==> src/rtl/vesa_ca_pkg.sv <==
// Shared constants and types for the image RAM and the requesters around it.
package vesa_ca_pkg;

    localparam int RAM_AW       = 10;
    localparam int RAM_DW       = 16;
    localparam int RAM_DEPTH    = 1 << RAM_AW;
    localparam int MAX_WAIT_DEF = 4;

    // Owner of an in-flight port-A read, one bit per reader: {disp, gen}.
    typedef enum logic [1:0] {
        OWNER_NONE = 2'b00,
        OWNER_GEN  = 2'b01,
        OWNER_DISP = 2'b10
    } owner_t;

endpackage

==> src/rtl/image_ram_arbiter_if.sv <==
// Requester handshakes, tagged read return and RAM drive of the image RAM arbiter.
interface image_ram_arbiter_if
    import vesa_ca_pkg::*;
#(
    parameter int AW = RAM_AW,
    parameter int DW = RAM_DW
);

    logic          disp_req;
    logic [AW-1:0] disp_addr;
    logic          disp_gnt;
    logic          gen_rreq;
    logic [AW-1:0] gen_raddr;
    logic          gen_rgnt;
    logic          gen_wreq;
    logic [AW-1:0] gen_waddr;
    logic [DW-1:0] gen_wdata;
    logic          gen_wgnt;
    logic          rst_wreq;
    logic [AW-1:0] rst_waddr;
    logic [DW-1:0] rst_wdata;
    logic          rst_wgnt;
    logic          disp_rvalid;
    logic          gen_rvalid;
    logic [DW-1:0] rdata;
    logic          ram_ena;
    logic [AW-1:0] ram_addra;
    logic [DW-1:0] ram_douta;
    logic          ram_enb;
    logic [AW-1:0] ram_addrb;
    logic [DW-1:0] ram_dinb;
    logic          stat_clr;
    logic [15:0]   gen_stall_cnt;

    modport slave (
        input  disp_req, disp_addr, gen_rreq, gen_raddr,
        input  gen_wreq, gen_waddr, gen_wdata, rst_wreq, rst_waddr, rst_wdata,
        input  ram_douta, stat_clr,
        output disp_gnt, gen_rgnt, gen_wgnt, rst_wgnt,
        output disp_rvalid, gen_rvalid, rdata,
        output ram_ena, ram_addra, ram_enb, ram_addrb, ram_dinb,
        output gen_stall_cnt
    );

    modport master (
        output disp_req, disp_addr, gen_rreq, gen_raddr,
        output gen_wreq, gen_waddr, gen_wdata, rst_wreq, rst_waddr, rst_wdata,
        output ram_douta, stat_clr,
        input  disp_gnt, gen_rgnt, gen_wgnt, rst_wgnt,
        input  disp_rvalid, gen_rvalid, rdata,
        input  ram_ena, ram_addra, ram_enb, ram_addrb, ram_dinb,
        input  gen_stall_cnt
    );

endinterface

==> src/rtl/port_b_arbiter.sv <==
// Port-B write arbitration: generator normally wins, but a reset writer that has
// lost MAX_WAIT cycles in a row is given the port for one cycle.
module port_b_arbiter
    import vesa_ca_pkg::*;
#(
    parameter int MAX_WAIT = MAX_WAIT_DEF
) (
    input  logic clk,
    input  logic rst_n,
    input  logic gen_wreq,
    input  logic rst_wreq,
    output logic gen_wgnt,
    output logic rst_wgnt
);

    localparam logic [2:0] WAIT_LIMIT = 3'(MAX_WAIT);

    logic [2:0] wait_cnt;
    logic       starved;

    assign starved = (wait_cnt == WAIT_LIMIT);

    // Pick the port-B winner; nothing is granted while in reset.
    always_comb begin
        gen_wgnt = 1'b0;
        rst_wgnt = 1'b0;
        if (rst_n) begin
            if (rst_wreq && (starved || !gen_wreq)) begin
                rst_wgnt = 1'b1;
            end else if (gen_wreq) begin
                gen_wgnt = 1'b1;
            end
        end
    end

    // Count consecutive losses of a pending reset write, saturating at the limit.
    always_ff @(posedge clk) begin
        if (!rst_n) begin
            wait_cnt <= 3'd0;
        end else if (!rst_wreq || rst_wgnt) begin
            wait_cnt <= 3'd0;
        end else if (!starved) begin
            wait_cnt <= wait_cnt + 3'd1;
        end
    end

endmodule

==> src/rtl/image_ram_arbiter.sv <==
// Shares the dual-port image RAM between display, CA generator and CA reset writer.
// Port A serves reads (display first), port B serves writes; read data comes back
// one cycle later with an owner tag, and same-address writes are forwarded.
module image_ram_arbiter
    import vesa_ca_pkg::*;
#(
    parameter int AW       = RAM_AW,
    parameter int DW       = RAM_DW,
    parameter int MAX_WAIT = MAX_WAIT_DEF
) (
    input  logic                clk,
    input  logic                rst_n,
    image_ram_arbiter_if.slave  bus
);

    logic          disp_gnt;
    logic          gen_rgnt;
    logic          gen_wgnt;
    logic          rst_wgnt;
    logic          ram_ena;
    logic [AW-1:0] ram_addra;
    logic          ram_enb;
    logic [AW-1:0] ram_addrb;
    logic [DW-1:0] ram_dinb;
    logic          collision;
    logic          stall;
    owner_t        owner_q;
    logic          fwd_hit;
    logic [DW-1:0] fwd_data;
    logic [15:0]   stall_cnt;

    port_b_arbiter #(
        .MAX_WAIT (MAX_WAIT)
    ) u_port_b (
        .clk      (clk),
        .rst_n    (rst_n),
        .gen_wreq (bus.gen_wreq),
        .rst_wreq (bus.rst_wreq),
        .gen_wgnt (gen_wgnt),
        .rst_wgnt (rst_wgnt)
    );

    // Port-A grants: the display is never held off, the generator reads in its gaps.
    always_comb begin
        disp_gnt = rst_n & bus.disp_req;
        gen_rgnt = rst_n & bus.gen_rreq & ~bus.disp_req;
    end

    // Drive RAM port A from the granted reader, idle address 0 otherwise.
    always_comb begin
        ram_ena   = disp_gnt | gen_rgnt;
        ram_addra = '0;
        if (disp_gnt) begin
            ram_addra = bus.disp_addr;
        end else if (gen_rgnt) begin
            ram_addra = bus.gen_raddr;
        end
    end

    // Drive RAM port B from the granted writer, idle zeros otherwise.
    always_comb begin
        ram_enb   = gen_wgnt | rst_wgnt;
        ram_addrb = '0;
        ram_dinb  = '0;
        if (gen_wgnt) begin
            ram_addrb = bus.gen_waddr;
            ram_dinb  = bus.gen_wdata;
        end else if (rst_wgnt) begin
            ram_addrb = bus.rst_waddr;
            ram_dinb  = bus.rst_wdata;
        end
    end

    assign collision = ram_ena & ram_enb & (ram_addra == ram_addrb);
    assign stall     = bus.gen_rreq & ~gen_rgnt;

    // Remember who owns the read issued this cycle so its data can be tagged.
    always_ff @(posedge clk) begin
        if (!rst_n) begin
            owner_q <= OWNER_NONE;
        end else if (disp_gnt) begin
            owner_q <= OWNER_DISP;
        end else if (gen_rgnt) begin
            owner_q <= OWNER_GEN;
        end else begin
            owner_q <= OWNER_NONE;
        end
    end

    // Capture same-cycle write data so a colliding read returns the new value.
    always_ff @(posedge clk) begin
        if (!rst_n) begin
            fwd_hit  <= 1'b0;
            fwd_data <= '0;
        end else begin
            fwd_hit <= collision;
            if (collision) begin
                fwd_data <= ram_dinb;
            end
        end
    end

    // Saturating count of generator read stalls; a clear overrides a stall.
    always_ff @(posedge clk) begin
        if (!rst_n) begin
            stall_cnt <= 16'd0;
        end else if (bus.stat_clr) begin
            stall_cnt <= 16'd0;
        end else if (stall && (stall_cnt != 16'hFFFF)) begin
            stall_cnt <= stall_cnt + 16'd1;
        end
    end

    assign bus.disp_gnt      = disp_gnt;
    assign bus.gen_rgnt      = gen_rgnt;
    assign bus.gen_wgnt      = gen_wgnt;
    assign bus.rst_wgnt      = rst_wgnt;
    assign bus.ram_ena       = ram_ena;
    assign bus.ram_addra     = ram_addra;
    assign bus.ram_enb       = ram_enb;
    assign bus.ram_addrb     = ram_addrb;
    assign bus.ram_dinb      = ram_dinb;
    assign bus.disp_rvalid   = (owner_q == OWNER_DISP);
    assign bus.gen_rvalid    = (owner_q == OWNER_GEN);
    assign bus.rdata         = fwd_hit ? fwd_data : bus.ram_douta;
    assign bus.gen_stall_cnt = stall_cnt;

endmodule

==> src/flat_wrapper.sv <==
// flat-port wrapper written by rule: the top's interface ports become plain ports
module image_ram_arbiter_flat import vesa_ca_pkg::*;
#(
    parameter int AW       = RAM_AW,
    parameter int DW       = RAM_DW,
    parameter int MAX_WAIT = MAX_WAIT_DEF
)
  (clk, rst_n, bus_disp_req, bus_disp_addr, bus_gen_rreq, bus_gen_raddr, bus_gen_wreq, bus_gen_waddr, bus_gen_wdata, bus_rst_wreq, bus_rst_waddr, bus_rst_wdata, bus_ram_douta, bus_stat_clr, bus_disp_gnt, bus_gen_rgnt, bus_gen_wgnt, bus_rst_wgnt, bus_disp_rvalid, bus_gen_rvalid, bus_rdata, bus_ram_ena, bus_ram_addra, bus_ram_enb, bus_ram_addrb, bus_ram_dinb, bus_gen_stall_cnt);
  image_ram_arbiter_if #(.AW(AW), .DW(DW)) bus_i ();
  input  logic clk;
  input  logic rst_n;
  input wire logic [$bits(bus_i.disp_req)-1:0] bus_disp_req;
  input wire logic [$bits(bus_i.disp_addr)-1:0] bus_disp_addr;
  input wire logic [$bits(bus_i.gen_rreq)-1:0] bus_gen_rreq;
  input wire logic [$bits(bus_i.gen_raddr)-1:0] bus_gen_raddr;
  input wire logic [$bits(bus_i.gen_wreq)-1:0] bus_gen_wreq;
  input wire logic [$bits(bus_i.gen_waddr)-1:0] bus_gen_waddr;
  input wire logic [$bits(bus_i.gen_wdata)-1:0] bus_gen_wdata;
  input wire logic [$bits(bus_i.rst_wreq)-1:0] bus_rst_wreq;
  input wire logic [$bits(bus_i.rst_waddr)-1:0] bus_rst_waddr;
  input wire logic [$bits(bus_i.rst_wdata)-1:0] bus_rst_wdata;
  input wire logic [$bits(bus_i.ram_douta)-1:0] bus_ram_douta;
  input wire logic [$bits(bus_i.stat_clr)-1:0] bus_stat_clr;
  output wire logic [$bits(bus_i.disp_gnt)-1:0] bus_disp_gnt;
  output wire logic [$bits(bus_i.gen_rgnt)-1:0] bus_gen_rgnt;
  output wire logic [$bits(bus_i.gen_wgnt)-1:0] bus_gen_wgnt;
  output wire logic [$bits(bus_i.rst_wgnt)-1:0] bus_rst_wgnt;
  output wire logic [$bits(bus_i.disp_rvalid)-1:0] bus_disp_rvalid;
  output wire logic [$bits(bus_i.gen_rvalid)-1:0] bus_gen_rvalid;
  output wire logic [$bits(bus_i.rdata)-1:0] bus_rdata;
  output wire logic [$bits(bus_i.ram_ena)-1:0] bus_ram_ena;
  output wire logic [$bits(bus_i.ram_addra)-1:0] bus_ram_addra;
  output wire logic [$bits(bus_i.ram_enb)-1:0] bus_ram_enb;
  output wire logic [$bits(bus_i.ram_addrb)-1:0] bus_ram_addrb;
  output wire logic [$bits(bus_i.ram_dinb)-1:0] bus_ram_dinb;
  output wire logic [$bits(bus_i.gen_stall_cnt)-1:0] bus_gen_stall_cnt;
  assign bus_i.disp_req = bus_disp_req;
  assign bus_i.disp_addr = bus_disp_addr;
  assign bus_i.gen_rreq = bus_gen_rreq;
  assign bus_i.gen_raddr = bus_gen_raddr;
  assign bus_i.gen_wreq = bus_gen_wreq;
  assign bus_i.gen_waddr = bus_gen_waddr;
  assign bus_i.gen_wdata = bus_gen_wdata;
  assign bus_i.rst_wreq = bus_rst_wreq;
  assign bus_i.rst_waddr = bus_rst_waddr;
  assign bus_i.rst_wdata = bus_rst_wdata;
  assign bus_i.ram_douta = bus_ram_douta;
  assign bus_i.stat_clr = bus_stat_clr;
  assign bus_disp_gnt = bus_i.disp_gnt;
  assign bus_gen_rgnt = bus_i.gen_rgnt;
  assign bus_gen_wgnt = bus_i.gen_wgnt;
  assign bus_rst_wgnt = bus_i.rst_wgnt;
  assign bus_disp_rvalid = bus_i.disp_rvalid;
  assign bus_gen_rvalid = bus_i.gen_rvalid;
  assign bus_rdata = bus_i.rdata;
  assign bus_ram_ena = bus_i.ram_ena;
  assign bus_ram_addra = bus_i.ram_addra;
  assign bus_ram_enb = bus_i.ram_enb;
  assign bus_ram_addrb = bus_i.ram_addrb;
  assign bus_ram_dinb = bus_i.ram_dinb;
  assign bus_gen_stall_cnt = bus_i.gen_stall_cnt;
  image_ram_arbiter #(.AW(AW), .DW(DW), .MAX_WAIT(MAX_WAIT)) u_core (.clk(clk), .rst_n(rst_n), .bus(bus_i));
endmodule
==> config.mk <==
export PLATFORM = sky130hd
export DESIGN_NAME = image_ram_arbiter_flat
export DESIGN_NICKNAME = d
export VERILOG_FILES = /design/src/rtl/vesa_ca_pkg.sv /design/src/rtl/image_ram_arbiter_if.sv /design/src/rtl/port_b_arbiter.sv /design/src/rtl/image_ram_arbiter.sv /design/src/flat_wrapper.sv
export SDC_FILE = /design/constraint.sdc
export NUM_CORES = 1
export LEC_CHECK = 0
export CAP_MARGIN = 20
export CORE_ASPECT_RATIO = 0.8
export CORE_MARGIN = 2
export CORE_UTILIZATION = 35
export CTS_CLUSTER_DIAMETER = 200
export CTS_CLUSTER_SIZE = 14
export DETAILED_ROUTE_END_ITERATION = 8
export MAX_ROUTING_LAYER = met4
export PLACE_DENSITY = 0.86
export SLEW_MARGIN = 25
export SYNTH_ARGS = -nofsm -noshare
export SYNTH_HDL_FRONTEND = slang
export SYNTH_HIERARCHICAL = 1
export SYNTH_SLANG_ARGS = --single-unit
export TNS_END_PERCENT = 10
==> constraint.sdc <==
create_clock -name clk -period 3.5 [get_ports clk]
set_clock_uncertainty 0.15 [all_clocks]
set_input_delay 0.525 -clock clk [delete_from_list [all_inputs] [get_ports clk]]
set_output_delay 0.525 -clock clk [all_outputs]
set_load 0.01 [all_outputs]
==> flow_summary.rst, run 1 <==
.. list-table::
   :header-rows: 1

   * - Metric
     - Value
   * - Run status
     - completed
   * - DRT Pass-1 Iters
     - 4
   * - Placeable core region
     - 0.00651 mm^2
   * - Worst path slowest cell
     - sky130_fd_sc_hd__clkdlybuf4s50_1
   * - Layout net count
     - approximately 530
   * - First-pass GRT wire length
     - 13,600 um
   * - Worst vdd ir
     - 0.000166 V
   * - Mapped Avg Cell Area
     - 9.22 um^2
   * - #FFs+latches synth
     - 38
   * - Number of rows in the core area
     - 26
   * - Detailed placement HPWL
     - around 6900 um
   * - Most used DFF post-synth
     - sky130_fd_sc_hd__dfxtp_1
   * - Clock insertion delay at the later pin of the skew report
     - 280 ps
   * - Cell taking the most area after synthesis
     - sky130_fd_sc_hd__dfxtp_1
   * - Initial core utilization
     - a little under two fifths
   * - Instance area at placement
     - ~0.0042 mm^2
   * - Final hold vios
     - 0
   * - Portion of the post-synthesis area used by sequential elements
     - between 30% and 40%
   * - Total congestion overflow
     - 0
   * - Number of synthesized flops with an enable pin
     - 0
   * - Register-to-register path setup slack
     - 360 ps
   * - Syn-to-layout area delta
     - 80.7%
   * - Cell variety after synth
     - 46
   * - Count of vias placed by the detailed router
     - 2,739
   * - Number of hold buffers added after cts
     - 0
   * - Arrival time of data at the critical path endpoint
     - 2640 ps
   * - Register clock-pin slew on the reported worst setup and hold paths
     - 70 ps
   * - Buffers inserted during post-CTS setup optimization
     - 0
   * - Cell with the most instances on the worst path
     - sky130_fd_sc_hd__clkdlybuf4s50_1
   * - Share of the cycle needed by the critical path after routing
     - 94.6%
   * - Pwr Density
     - 266 mW/mm^2
   * - CP endpoint kind
     - output port
   * - Total Routed Length
     - 8560 um
   * - Slew Limit Headroom
     - 51.5%
   * - Number of nets with antenna violations after routing
     - 0
   * - Number of levels the H-tree was split into
     - 2
   * - Reg area
     - 761 um^2
   * - Number of I/O pins
     - 171
   * - Final count of negative-setup-slack endpoints
     - 0
   * - Initial antenna violation count
     - 0
   * - Max_cap viols
     - 0
   * - Avg Vias per Cell
     - between 5 and 6
   * - Leakage power of the design
     - approximately 1.7 nW
   * - Critical Path RT
     - approximately 2800 ps
   * - Fraction of final layout cells with drive strength greater than 1
     - 10.4%
   * - Clock tree from TritonCTS
     - built
   * - Cell types with the largest area share after synthesis
     - sky130_fd_sc_hd__dfxtp_1 (32%), sky130_fd_sc_hd__a22o_1 (9.1%), sky130_fd_sc_hd__mux2_2 (7.5%)
   * - Post-layout instance area
     - 0.00433 mm^2
   * - Number of sinks on the clock net
     - 38
   * - # DRC
     - 0
   * - Area of combinational cells with multiple inputs
     - 0.00152 mm^2
   * - Number of pins with negative max-slew slack in the final report
     - 0
   * - Net count after synthesis
     - 358
   * - Critical-path maximum fanout
     - 22
   * - Clk Tree Root Cell
     - sky130_fd_sc_hd__clkbuf_8
   * - Count of port buffers added during placement
     - 170
   * - Total design power
     - 1.15 mW
   * - Fmax achieved
     - 0.302 GHz
   * - Largest incremental delay on the critical path
     - 560 ps
   * - Critical Path, Cell by Cell
     - clkdlybuf4s50_1 > nand2_1 > nor2_1 > nor2b_2 > buf_4 > a22o_1 > clkdlybuf4s50_1
   * - Inserted Clock Buffers
     - 5
   * - Share of Yosys cell area claimed by the top area cell type
     - 31.7%
   * - Number of warnings issued by yosys
     - 6
   * - Maximum number of pins on one net before global-route repair
     - 27
   * - Path class of the lowest-slack min-delay path
     - reg2reg
   * - Quantity of gates resized following cts
     - 0
   * - Via count of the first global-routing pass
     - 2,886
   * - Fillcell total
     - between 500 and 600
   * - Die height
     - between 70 and 80 um
   * - Critical path class
     - in2out
   * - Die outline width
     - slightly below 100 um
   * - RSZ-0062 raised after global routing
     - false
   * - Clock buffer depth
     - 2
   * - Number of instances in the synthesized netlist
     - 260
   * - Antenna diodes
     - 0
   * - Asr flop ratio synth
     - 0%
   * - Initial drt markers
     - 67
   * - Overall routing resource usage
     - 23.5%
   * - Transition time of the tightest slew-check pin
     - approximately 730 ps
   * - Startpoint types
     - input pin
   * - Count of buffer and inverter cells on the critical path
     - 3
   * - Period minus WS final
     - between 3000 and 4000 ps
   * - Die ar.
     - around 0.0075 mm^2
   * - Post-DR wirelength/cell
     - roughly 17 um
   * - Final weighted congestion in routability-driven placement
     - 1.01
   * - Cell Area, Synth
     - roughly 0.0024 mm^2
   * - Cell family with the largest share of critical-path delay
     - buffers and inverters
==> where the power goes <==
group / switching, mW / internal, mW / leakage (nW)
registers: 0.00340 / 0.436 / 0.307
clock network: 0.148 / 0.213 / 0.0524
logic: 0.135 / 0.217 / 1.36
==> area by class of cell <==
class,count,share of cell area (%)
clock inverter,1,0.693
clock buffer,7,1.76
sequential,38,17.6
multi-input combinational,196,35.0
inverter,5,0.433
tap,84,2.43
timing repair buffer,185,42.2
==> final timing paths <==
path / from / to / cells after the start
max: bus_rst_wreq / bus_ram_addrb[2] / 7
min: u_core/u_port_b/wait_cnt[0]$_SDFFE_PP0N_ / u_core/u_port_b/wait_cnt[0]$_SDFFE_PP0N_ / 1
max reg2reg: u_core/u_port_b/wait_cnt[0]$_SDFFE_PP0N_ / u_core/fwd_data[9]$_SDFFE_PN0P_ / 10
min reg2reg: u_core/u_port_b/wait_cnt[0]$_SDFFE_PP0N_ / u_core/u_port_b/wait_cnt[0]$_SDFFE_PP0N_ / 1
==> worst reg2reg max path, delay by kind of cell (launching register included) <==
kind,cells,cell delay (ps)
and+or+nand+nor,4,1450
AOI/OAI and AO/OA,3,640
DFF,1,360
adders and majority gates,1,230
xor gates and xnor gates,1,150
buffers and inverters,1,60
==> cell usage after synthesis, types with 2 or more instances <==
master                      n
sky130_fd_sc_hd__nor2_1    20
sky130_fd_sc_hd__mux2_2    16
sky130_fd_sc_hd__a22o_1    25
sky130_fd_sc_hd__o21ai_0    2
sky130_fd_sc_hd__or3_1      3
sky130_fd_sc_hd__ha_1       3
sky130_fd_sc_hd__o21ai_1    2
sky130_fd_sc_hd__o211a_1   16
sky130_fd_sc_hd__or4_1     16
sky130_fd_sc_hd__a21oi_1    3
sky130_fd_sc_hd__nand2_1   13
sky130_fd_sc_hd__nor3b_1    2
sky130_fd_sc_hd__xnor2_1   18
sky130_fd_sc_hd__xor2_1     5
sky130_fd_sc_hd__a21boi_1   3
sky130_fd_sc_hd__clkbuf_1  11
sky130_fd_sc_hd__inv_1      5
sky130_fd_sc_hd__and4_1     2
sky130_fd_sc_hd__buf_1      4
sky130_fd_sc_hd__nor2b_1    4
sky130_fd_sc_hd__buf_2      2
sky130_fd_sc_hd__nand2b_1   4
sky130_fd_sc_hd__nand3_1    7
sky130_fd_sc_hd__dfxtp_1   38
sky130_fd_sc_hd__nand4_1    2
sky130_fd_sc_hd__buf_6      4
sky130_fd_sc_hd__a32o_1     7
sky130_fd_sc_hd__nand3b_1   3
sky130_fd_sc_hd__and2_1     3
==> placed cells by master (no fill, tap or decap), types with 2 or more instances in the layout <==
cell	Yosys	layout
sky130_fd_sc_hd__a21oi_1	3	3
sky130_fd_sc_hd__o21ai_1	2	2
sky130_fd_sc_hd__nand3_1	7	7
sky130_fd_sc_hd__a22o_1	25	25
sky130_fd_sc_hd__nor2_1	20	20
sky130_fd_sc_hd__clkdlybuf4s50_1	0	170
sky130_fd_sc_hd__o211a_1	16	16
sky130_fd_sc_hd__inv_1	5	5
sky130_fd_sc_hd__xnor2_1	18	18
sky130_fd_sc_hd__clkbuf_1	11	2
sky130_fd_sc_hd__xor2_1	5	5
sky130_fd_sc_hd__and4_1	2	2
sky130_fd_sc_hd__ha_1	3	3
sky130_fd_sc_hd__nand4_1	2	2
sky130_fd_sc_hd__mux2_2	16	16
sky130_fd_sc_hd__nand2b_1	4	4
sky130_fd_sc_hd__buf_4	0	14
sky130_fd_sc_hd__clkbuf_8	0	5
sky130_fd_sc_hd__nand2_1	13	13
sky130_fd_sc_hd__dfxtp_1	38	38
sky130_fd_sc_hd__nor3b_1	2	2
sky130_fd_sc_hd__a32o_1	7	7
sky130_fd_sc_hd__or3_1	3	3
sky130_fd_sc_hd__a21boi_1	3	3
sky130_fd_sc_hd__o21ai_0	2	2
sky130_fd_sc_hd__nor2b_1	4	3
sky130_fd_sc_hd__and2_1	3	3
sky130_fd_sc_hd__or4_1	16	16
sky130_fd_sc_hd__nand3b_1	3	3
==> kinds of logic (layout without fill, tap and decap cells) <==
kind of cell | Yosys count | count (layout) | synth area share, %
buffers and inverters | 26 | 198 | 5.43
multiplexers | 17 | 17 | 7.93
AND/OR/NAND/NOR | 90 | 90 | 22.2
flip-flops | 38 | 38 | 31.7
adder cells (fa/ha/maj) | 3 | 3 | 1.57
XOR/XNOR | 23 | 23 | 8.40
AO/OA/AOI/OAI | 63 | 63 | 22.8
==> metal layers <==
layer	vias up	track usage, %	routed length (um)
li1	1315	-	-
met1	1286	28.4	3530
met2	126	40.3	4300
met3	12	4.13	592
met4	0	5.92	143
met5	-	-	0
==> registers in the layout, summed over array words and instances (netlist names) <==
| signal | flops |
|---|---|
| u_core/owner_q | 2 |
| u_core/fwd_hit | 1 |
| u_core/u_port_b/wait_cnt | 3 |
| u_core/fwd_data | 16 |
| u_core/bus.gen_stall_cnt | 16 |
==> stage by stage <==
| stage | worst slack [ps] | std cells | utilization (%) | hold WS, ps | setup TNS, ps |
|---|---|---|---|---|---|
| after floorplan | 222 | 260 | - | 274 | 0 |
| after global placement | 83.2 | 508 | 65.0 | 288 | 0 |
| after detailed placement | -31.2 | 508 | 65.0 | 310 | -93.5 |
| after CTS | 189 | 516 | 66.6 | 321 | 0 |
| after global routing | 27.5 | 516 | 66.6 | 335 | 0 |
| final | 190 | 516 | 66.6 | 321 | 0 |
Note: power is estimated with default switching activity, not from simulation.
==> run 2: changes to the inputs <==
--- a/config.mk
+++ b/config.mk
@@ -14,7 +14,7 @@
 export DETAILED_ROUTE_END_ITERATION = 8
 export MAX_ROUTING_LAYER = met4
 export PLACE_DENSITY = 0.86
-export SLEW_MARGIN = 25
+export SLEW_MARGIN = 10
 export SYNTH_ARGS = -nofsm -noshare
 export SYNTH_HDL_FRONTEND = slang
 export SYNTH_HIERARCHICAL = 1
==> constraint.sdc (replaced) <==
create_clock -name clk -period 3.5 [get_ports clk]
set_clock_uncertainty 0.15 [all_clocks]
set_input_delay 0.525 -clock clk [delete_from_list [all_inputs] [get_ports clk]]
set_output_delay 0.525 -clock clk [all_outputs]
set_load 0.005 [all_outputs]
==> results of run 2 <==
The final DEF is identical to that of run 1. Status: completed.
Main changes from that run: setup slack after layout 190 ps -> 225 ps; total power 1.15 mW -> 1.14 mW
==> run 3: changes to the inputs <==
--- a/config.mk
+++ b/config.mk
@@ -8,12 +8,12 @@
 export CAP_MARGIN = 20
 export CORE_ASPECT_RATIO = 0.8
 export CORE_MARGIN = 2
-export CORE_UTILIZATION = 35
+export CORE_UTILIZATION = 33
 export CTS_CLUSTER_DIAMETER = 200
 export CTS_CLUSTER_SIZE = 14
 export DETAILED_ROUTE_END_ITERATION = 8
 export MAX_ROUTING_LAYER = met4
-export PLACE_DENSITY = 0.86
+export PLACE_DENSITY = 0.82
 export SLEW_MARGIN = 10
 export SYNTH_ARGS = -nofsm -noshare
 export SYNTH_HDL_FRONTEND = slang
==> run 3 against run 2 <==
  * Via count is 1.0% lower
  * Sequential share of layout area is 0.12 points higher
  * Final cell count stayed put
  * Wire length is 1.7% lower
==> flow_summary.rst, run 3 (synthesis results as in run 1) <==
.. list-table::
   :header-rows: 1

   * - Metric
     - Value
   * - Fraction of final layout cells with drive strength greater than 1
     - 10.3%
   * - Leakage power of the design
     - ~1.7 nW
   * - Switching power as a share of total power
     - between 20 and 30%
   * - Run status
     - completed
   * - Switching power
     - 275 uW
   * - Initial drt markers
     - between 70 and 80
   * - DRT Pass-1 Iters
     - 4
   * - Critical Path RT
     - 3530 ps
   * - Detailed placement HPWL
     - 6730 um
   * - Die outline width
     - slightly below 100 um
   * - Reg area
     - around 760 um^2
   * - Setup WS post-layout
     - 241 ps
   * - Die height
     - around 80 um
   * - Path class of the lowest-slack min-delay path
     - reg2reg
   * - Critical path class
     - in2reg
   * - Commonest cells after routing, fill and taps aside
     - sky130_fd_sc_hd__clkdlybuf4s50_1 (170), sky130_fd_sc_hd__dfxtp_1 (38), sky130_fd_sc_hd__a22o_1 (25), sky130_fd_sc_hd__nor2_1 (20), sky130_fd_sc_hd__xnor2_1 (18)
   * - CP endpoint kind
     - flop
   * - Total Routed Length
     - around 8400 um
   * - Number of hold buffers added after cts
     - 0
   * - Final cell count without fillers
     - 516
   * - Maximum number of pins on one net before global-route repair
     - 23
   * - Antenna diodes
     - 0
   * - Overall routing resource usage
     - between 20% and 30%
   * - Area of combinational cells with multiple inputs
     - between 0.0015 and 0.002 mm^2
   * - Clock tree from TritonCTS
     - built
   * - Quantity of gates resized following cts
     - 0
   * - Total design power
     - about 1.1 mW
   * - First-pass GRT wire length
     - 13,100 um
   * - Arrival time of data at the critical path endpoint
     - 3290 ps
   * - Total congestion overflow
     - 0
   * - Inserted Clock Buffers
     - 5
   * - Number of pins with negative max-slew slack in the final report
     - 0
   * - Fraction of power consumed by the clock network
     - roughly 29%
   * - Syn-to-layout area delta
     - 79.5%
   * - Commonest non-fill, non-tap cell in the layout
     - sky130_fd_sc_hd__clkdlybuf4s50_1
   * - Period minus WS final
     - 3260 ps
   * - Layout net count
     - 526
   * - Fmax achieved
     - 0.307 GHz
   * - Number of nets with antenna violations after routing
     - 0
   * - Slew Limit Headroom
     - 52.6%
   * - Final hold vios
     - 0
   * - Startpoint types
     - input pin
   * - Count of vias placed by the detailed router
     - approximately 2,700
   * - Initial antenna violation count
     - 0
   * - Number of I/O pins
     - 171
   * - # DRC
     - 0
   * - Worst vdd ir
     - 0.000173 V
   * - Proportion of power drawn by combinational gates
     - 30.4%
   * - Transition time of the tightest slew-check pin
     - 710 ps
   * - Die ar.
     - roughly 0.008 mm^2
   * - Initial core utilization
     - about a third
   * - Number of levels the H-tree was split into
     - 2
   * - Via count of the first global-routing pass
     - roughly 2,700
   * - Clk Tree Root Cell
     - sky130_fd_sc_hd__clkbuf_8
   * - Number of rows in the core area
     - 27
   * - Final core area utilization
     - 61.8%
   * - Placed instance count
     - 508
   * - Share of the cycle needed by the critical path after routing
     - 93.1%
   * - Count of port buffers added during placement
     - 170
   * - Avg Vias per Cell
     - around 5.3
   * - Register clock-pin slew on the reported worst setup and hold paths
     - 70 ps
   * - Critical-path maximum fanout
     - 17
   * - Placeable core region
     - between 0.006 and 0.007 mm^2
   * - Internal Pwr Total
     - 808 uW
   * - Pwr Density
     - ~250 mW/mm^2
   * - Total Neg Setup Slack
     - 0 ps
   * - Final count of negative-setup-slack endpoints
     - 0
   * - Post-DR wirelength/cell
     - approximately 16 um
   * - Post-place setup slack
     - -29.3 ps
   * - Max_cap viols
     - 0
   * - Clock insertion delay at the later pin of the skew report
     - 290 ps
   * - RSZ-0062 raised after global routing
     - false
   * - Clock buffer depth
     - 2
   * - Buffers inserted during post-CTS setup optimization
     - 0
   * - Reg power frac
     - 40.6%
   * - Number of sinks on the clock net
     - 38
   * - Final weighted congestion in routability-driven placement
     - between 0.8 and 0.9
   * - Fillcell total
     - 607
## run 3: cell count changes in the layout (fill, tap and decap cells not counted)
cell                         previous run  this run
sky130_fd_sc_hd__clkinv_2               0         1
sky130_fd_sc_hd__clkbuf_8               5         6
sky130_fd_sc_hd__clkbuf_1               2         0
sky130_fd_sc_hd__bufinv_16              1         0
sky130_fd_sc_hd__buf_4                 14        11
sky130_fd_sc_hd__clkinvlp_4             0         1
## run 3: final timing paths
path / startpoint / endpoint / slack (ps) / depth (start not counted)
worst max-delay path: bus_gen_wreq / u_core/fwd_data[0]$_SDFFE_PN0P_ / 240 / 9
worst min-delay path: u_core/u_port_b/wait_cnt[0]$_SDFFE_PP0N_ / u_core/u_port_b/wait_cnt[0]$_SDFFE_PP0N_ / 320 / 1
worst max register to register: u_core/u_port_b/wait_cnt[0]$_SDFFE_PP0N_ / u_core/fwd_data[0]$_SDFFE_PN0P_ / 340 / 10
worst min register to register: u_core/u_port_b/wait_cnt[0]$_SDFFE_PP0N_ / u_core/u_port_b/wait_cnt[0]$_SDFFE_PP0N_ / 320 / 1
## run 3: final cells by class
cell class                 instances  share of cell area, %
sequential                        38                   17.7
clock buffer                       6                   1.92
multi-input combinational        196                   35.2
inverter                           5                  0.436
clock inverter                     2                  0.291
timing repair buffer             182                   41.9
tap                               87                   2.53
## run 3: power by group through the flow
| stage | sequential [mW] | combinational [mW] | clock, mW |
|---|---|---|---|
| after floorplan | 0.449 | 0.113 | 0 |
| after global placement | 0.450 | 0.325 | 0 |
| after detailed placement | 0.450 | 0.330 | 0 |
| after CTS | 0.440 | 0.332 | 0.323 |
| after global routing | 0.440 | 0.352 | 0.344 |
| final | 0.440 | 0.329 | 0.314 |
## run 3: worst max-delay path: stages
cell and delay [ps]:
sky130_fd_sc_hd__clkdlybuf4s50_1 500, sky130_fd_sc_hd__a21boi_0 280, sky130_fd_sc_hd__nor2_1 100, sky130_fd_sc_hd__nor2b_2 180, sky130_fd_sc_hd__a22o_1 240, sky130_fd_sc_hd__xor2_1 150
sky130_fd_sc_hd__or4_4 650, sky130_fd_sc_hd__or4_1 520, sky130_fd_sc_hd__o211a_1 140
## run 3: per-stage QoR
step	hold slack, ps	cell area, um^2
3_3_place_gp	302	4210
4_1_cts	321	4300
2_1_floorplan	274	2400
6_report	322	4300
3_5_place_dp	308	4210
5_1_grt	340	4300
## run 3: per-layer routing
metal	vias up	track usage, %	part of all wire, %
met4	0	4.11	0.50
li1	1306	-	-
met3	4	4.09	5.5
met1	1297	26.8	45
met5	-	-	0
met2	104	35.6	49
